[src/rtl/track_pkg.sv]
// Shared types and helpers for the track tile RAM: tile/address widths and
// world-position to tile-address conversion.
package track_pkg;
   localparam int unsigned TILE_W       = 4;
   localparam int unsigned TRACK_ADDR_W = 8;
   localparam int unsigned TILE_SHIFT   = 7;

   typedef logic [TILE_W-1:0]       tile_t;
   typedef logic [TRACK_ADDR_W-1:0] track_addr_t;

   localparam logic [15:0] DEFAULT_SOLID_MASK = 16'h0001;

   // World units are 4x pixels and tiles are 32 pixels, so tile index = pos >> 7.
   function automatic track_addr_t pos_to_tile_addr(input logic [10:0] x, input logic [10:0] y);
      logic [10:0] tx;
      logic [10:0] ty;
      tx = x >> TILE_SHIFT;
      ty = y >> TILE_SHIFT;
      return {ty[3:0], tx[3:0]};
   endfunction
endpackage

[src/rtl/rr_arbiter.sv]
// Round-robin arbiter: combinational one-hot grant, priority pointer moves past
// the granted requester so it becomes lowest priority next cycle.
module rr_arbiter #(
   parameter int N = 2
) (
   input  logic         clk,
   input  logic         rst,
   input  logic         en,
   input  logic [N-1:0] req,
   output logic [N-1:0] gnt
);
   localparam int unsigned PW = (N > 1) ? $clog2(N) : 1;

   logic [PW-1:0] ptr;
   logic [PW-1:0] gidx;
   logic          found;
   int unsigned   idx;

   always_comb begin
      gnt   = '0;
      found = 1'b0;
      gidx  = ptr;
      idx   = 0;
      for (int unsigned k = 0; k < N; k++) begin
         idx = (32'(ptr) + k) % N;
         if (!found && en && req[idx[PW-1:0]]) begin
            found                = 1'b1;
            gidx                 = idx[PW-1:0];
            gnt[idx[PW-1:0]]     = 1'b1;
         end
      end
   end

   always_ff @(posedge clk) begin
      if (rst) begin
         ptr <= '0;
      end else if (found) begin
         ptr <= (gidx == PW'(N - 1)) ? '0 : gidx + 1'b1;
      end
   end
endmodule

[src/rtl/track_map_arbiter.sv]
// Shares the 2-cycle-latency track RAM read port between the pixel renderer
// (fixed slot per 32-pixel column) and round-robin collision requesters.
module track_map_arbiter
   import track_pkg::*;
#(
   parameter int          N_REQ      = 2,
   parameter logic [15:0] SOLID_MASK = DEFAULT_SOLID_MASK
) (
   input  logic               clk_in,
   input  logic               rst_in,
   input  logic [10:0]        hcount_in,
   input  logic [9:0]         vcount_in,
   input  logic [N_REQ-1:0]   req_in,
   input  logic [N_REQ*11-1:0] req_x_in,
   input  logic [N_REQ*11-1:0] req_y_in,
   output logic [N_REQ-1:0]   gnt_out,
   output logic [N_REQ-1:0]   resp_valid_out,
   output logic [3:0]         resp_tile_out,
   output logic               resp_solid_out,
   output logic [7:0]         ram_addr_out,
   output logic               ram_en_out,
   input  logic [3:0]         ram_tile_in,
   output logic [3:0]         render_tile_out
);
   localparam int unsigned IDW = (N_REQ > 1) ? $clog2(N_REQ) : 1;

   typedef struct packed {
      logic           valid;
      logic           is_render;
      logic [IDW-1:0] id;
   } tag_t;

   logic             first_cycle;
   logic             render_slot;
   logic [N_REQ-1:0] gnt;
   logic [IDW-1:0]   gnt_id;
   track_addr_t      req_addr;
   track_addr_t      addr_q;
   tag_t             tag1;
   tag_t             tag2;
   tile_t            render_hold;
   tile_t            resp_tile_q;
   logic             resp_now;
   logic             render_now;
   logic             unused_bits;

   assign unused_bits = ^{hcount_in[10:9], vcount_in[9]};

   assign render_slot = !rst_in && ((hcount_in[4:0] == '0) || first_cycle);

   rr_arbiter #(.N(N_REQ)) u_arb (
      .clk (clk_in),
      .rst (rst_in),
      .en  (!render_slot && !rst_in),
      .req (req_in),
      .gnt (gnt)
   );

   always_comb begin
      gnt_id   = '0;
      req_addr = addr_q;
      for (int unsigned i = 0; i < N_REQ; i++) begin
         if (gnt[i]) begin
            gnt_id   = IDW'(i);
            req_addr = pos_to_tile_addr(req_x_in[11*i +: 11], req_y_in[11*i +: 11]);
         end
      end
   end

   assign gnt_out      = gnt;
   assign ram_en_out   = render_slot || (|gnt);
   assign ram_addr_out = render_slot ? {vcount_in[8:5], hcount_in[8:5]} : req_addr;

   // Stage-2 tag lines up with ram_tile_in; reset suppresses anything still in flight.
   assign resp_now   = tag2.valid && !tag2.is_render && !rst_in;
   assign render_now = tag2.valid && tag2.is_render && !rst_in;

   always_comb begin
      resp_valid_out = '0;
      if (resp_now) resp_valid_out[tag2.id] = 1'b1;
   end

   assign resp_tile_out   = resp_now ? ram_tile_in : resp_tile_q;
   assign resp_solid_out  = SOLID_MASK[resp_tile_out];
   assign render_tile_out = render_now ? ram_tile_in : render_hold;

   always_ff @(posedge clk_in) begin
      if (rst_in) begin
         first_cycle <= 1'b1;
         addr_q      <= '0;
         tag1        <= '0;
         tag2        <= '0;
         render_hold <= '0;
         resp_tile_q <= '0;
      end else begin
         if (render_slot) first_cycle <= 1'b0;
         addr_q      <= ram_addr_out;
         tag1        <= '{valid: ram_en_out, is_render: render_slot, id: gnt_id};
         tag2        <= tag1;
         render_hold <= render_tile_out;
         resp_tile_q <= resp_tile_out;
      end
   end
endmodule

[config.mk]
export PLATFORM = sky130hd
export DESIGN_NAME = track_map_arbiter
export DESIGN_NICKNAME = d
export VERILOG_FILES = /design/src/rtl/track_pkg.sv /design/src/rtl/rr_arbiter.sv /design/src/rtl/track_map_arbiter.sv
export SDC_FILE = /design/constraint.sdc
export NUM_CORES = 1
export LEC_CHECK = 0
export ABC_AREA = 1
export BUFFER_PORTS_ARGS = -buffer_cell sky130_fd_sc_hd__buf_2
export CAP_MARGIN = 25
export CELL_PAD_IN_SITES_DETAIL_PLACEMENT = 0
export CELL_PAD_IN_SITES_GLOBAL_PLACEMENT = 1
export CORE_AREA = 3 3 71 73
export CTS_BUF_LIST = sky130_fd_sc_hd__clkbuf_2 sky130_fd_sc_hd__clkbuf_4 sky130_fd_sc_hd__clkbuf_8
export CTS_CLUSTER_DIAMETER = 40
export DETAILED_ROUTE_END_ITERATION = 16
export DIE_AREA = 0 0 74 76
export GPL_TIMING_DRIVEN = 1
export HOLD_SLACK_MARGIN = 0.08
export PLACE_DENSITY_LB_ADDON = 0.3
export SYNTH_ARGS = -nofsm -noshare
export SYNTH_HDL_FRONTEND = slang
export SYNTH_SLANG_ARGS = --single-unit
[constraint.sdc]
create_clock -name clk_in -period 3.2 [get_ports clk_in]
set_clock_uncertainty 0.05 [all_clocks]
set_input_delay 0.32 -clock clk_in [delete_from_list [all_inputs] [get_ports clk_in]]
set_output_delay 0.32 -clock clk_in [all_outputs]
set_load 0.05 [all_outputs]
==> impl_metrics.ini <==
[status]
outcome = complete, no violations

[routing]
drt_iter0_markers = 31
wl_mm = 2.87
routedWlPerCell_um = 9.92
wl_met1_mm = 1.31
detail-route-antenna-nets = 0
vias_per_cell = 4.20
wl_met3_um = 270
vias = 1213
top_layer = met4
drc = 0
dr_wl_met2_mm = 1.27
firstDrtPassIters = 4

[pwr]
peakVddDrop_mv = 0.284
power.internal_uw = 539
pwr-share-seq_pct = 40.6
p_per_area_mw_per_mm2 = 496
pwr-share-clk_pct = 33.5
p_leak_nw = 0.963
power_frac_comb_pct = 25.8
p_switching_uw = 246
p_sw_share_pct = 31.3

[sta]
hold_viol = 0
setup_viol = 0
min_period_over_period_pct = 77.3
timing.final.max_slew_violations = 0
finalCriticalPeriod_ns = 2.47
fmax_ghz = 0.404
rsz0062_at_grt = false
tightest_slew_ns = 0.565
fin_setup_tns_ns = 0
relSlewSlack_pct = 62.2

[global_route]
grt_max_degree = 24
grtUsageTotal_pct = 10.3
first_global_vias = 1088
grt_pass1_wl_mm = 4.73
grt-ovfl-total = 0
antenna_found_initial = 0

[worst_hold_path]
hp-class = input pin to register
min-delay-start = ram_tile_in[0]

[cts]
cts_inserted_buffers = 3
cts_tree = done
cts_max_path_buffers = 2
insertion_delay_ns = 0.26
ctsHoldBuffers = 0
cts_resized = 0
cts_setup_buffers = 0
cts-root-buf = clkbuf_8
htree_num_levels = 1
path_clk_slew_ns = 0.09
clock_sinks = 24

[synthesis]
ys_ff_latch = 24
synth_nets = 254
synth_area_leaders = dfxtp_1, nand2_1, inv_1
syn_avg_cell_area_um2 = 6.56
synthCells = 181
yosysSeqAreaShare_pct = 40.5
synth_top_area_share_pct = 40.5
synthesis.area_mm2 = 0.00119
yosysUniqueCellTypes = 19
yosys_warnings = 0
synth_area_leader_cell = dfxtp_1

[placement]
finalWeightedCongestion = 0.676
dp_hpwl_mm = 2.15
numPortBuffers = 58

[final_layout]
drive_gt1_share_pct = 30.4
multiInputGateArea_um2 = 537
insertedDiodeCount = 0
fin_nets = 311
fillers = 492
regArea_um2 = 480
area_delta_synth_final_pct = 33.3
utilization_pct = 35.9

[die]
pin_count = 95
die_area_mm2 = 0.00562
rows = 24
start_util_pct = 26.9
fp.dieH_um = 76
core_area_mm2 = 0.00441
die_x_um = 74

[worst_setup_path]
rr_startpoint = u_arb.ptr
required_ns = 2.83
worst_setup_path_start_kind = input pin
crit_path_max_fanout = 23
critPathCaptureType = output port
cp.arrival_ns = 2.10
worstSetupPathType = input pin to output port
cp-startpoint = rst_in

[run]
cap_violations = 0
[registers in the layout, indices dropped and copies added, names as in the netlist]
register / count
addr_q: 8
first_cycle: 1
render_hold: 4
resp_tile_q: 4
tag1: 3
tag2: 3
u_arb.ptr: 1
[cell families (layout without fill, tap and decap cells)]
kind of cell	after synthesis	in the layout	synth area share, %
AO/OA/AOI/OAI	21	21	9.80
buffers and inverters	42	98	14.3
flip-flops	24	24	40.5
AND/OR/NAND/NOR	94	94	35.4
[stage by stage]
step | setup WS [ns] | instance area [µm²] | cells | hold WS, ns | power, mW
after global routing | 0.497 | 1580 | 289 | 0.286 | 0.824
after floorplan | 0.877 | 1190 | 181 | 0.338 | 0.476
after global placement | 0.655 | 1510 | 285 | 0.341 | 0.531
after detailed placement | 0.695 | 1510 | 285 | 0.346 | 0.531
after CTS | 0.655 | 1580 | 289 | 0.270 | 0.796
final | 0.726 | 1580 | 289 | 0.271 | 0.785
[synth_stat cells]
library cell,instances
inv_1,32
o21ai_0,6
nand3_2,1
a21oi_1,12
o21ai_1,2
nand3b_4,1
nand3_1,10
nor2_1,32
a21oi_4,1
nor4_2,1
inv_2,3
buf_2,1
clkbuf_1,3
dfxtp_1,24
nand4_2,1
nand2_1,44
buf_4,3
nor2_4,1
nand4_1,3
[power by group through the flow]
| stage | Sequential [mW] | Clock, mW | Combinational (mW) |
|---|---|---|---|
| after global placement | 0.326 | 0 | 0.205 |
| after global routing | 0.321 | 0.279 | 0.224 |
| after detailed placement | 0.326 | 0 | 0.205 |
| final | 0.319 | 0.263 | 0.203 |
| after CTS | 0.319 | 0.271 | 0.206 |
| after floorplan | 0.325 | 0 | 0.151 |
[cells in the final DEF, fill, tap and decap left out]
cell type,n
a21oi_1,12
nand2_1,44
nand3_1,10
a21oi_4,1
buf_4,1
nor2_1,32
o21ai_1,2
inv_2,3
inv_1,32
nor4_2,1
dfxtp_1,24
nand3_2,1
nand4_1,3
nor2_4,1
bufinv_16,1
clkbuf_8,3
nand3b_4,1
buf_2,58
o21ai_0,6
nand4_2,1
[layer usage]
layer  GRT usage, %  vias to the layer above
met5              0                        -
met4           1.63                        0
met3           3.43                        2
met2           16.9                       41
met1           13.2                      511
li1               -                      659
[worst max-delay path: stages]
cell	delay (ns)
buf_2	0.25
inv_2	0.18
nand4_1	0.48
buf_4	0.37
nor2_1	0.09
a21oi_1	0.06
nand2_1	0.09
buf_2	0.26
[cell type report]
type / count / area share, %
Inverter: 35 / 8.30
Tap cell: 52 / 4.11
Clock buffer: 3 / 2.61
Multi-Input combinational cell: 115 / 33.9
Timing Repair Buffer: 59 / 18.8
Sequential cell: 24 / 30.4
Clock inverter: 1 / 1.90
[worst paths after layout]
check / endpoint / slack [ns] / depth (start not counted)
worst min register to register: tag2[0] / 0.35 / 2
worst max register to register: addr_q[7] / 1.42 / 7
worst max-delay path: ram_addr_out[7] / 0.73 / 8
worst min-delay path: resp_tile_q[0] / 0.27 / 3
No activity file was read; power rests on OpenSTA's default activity.
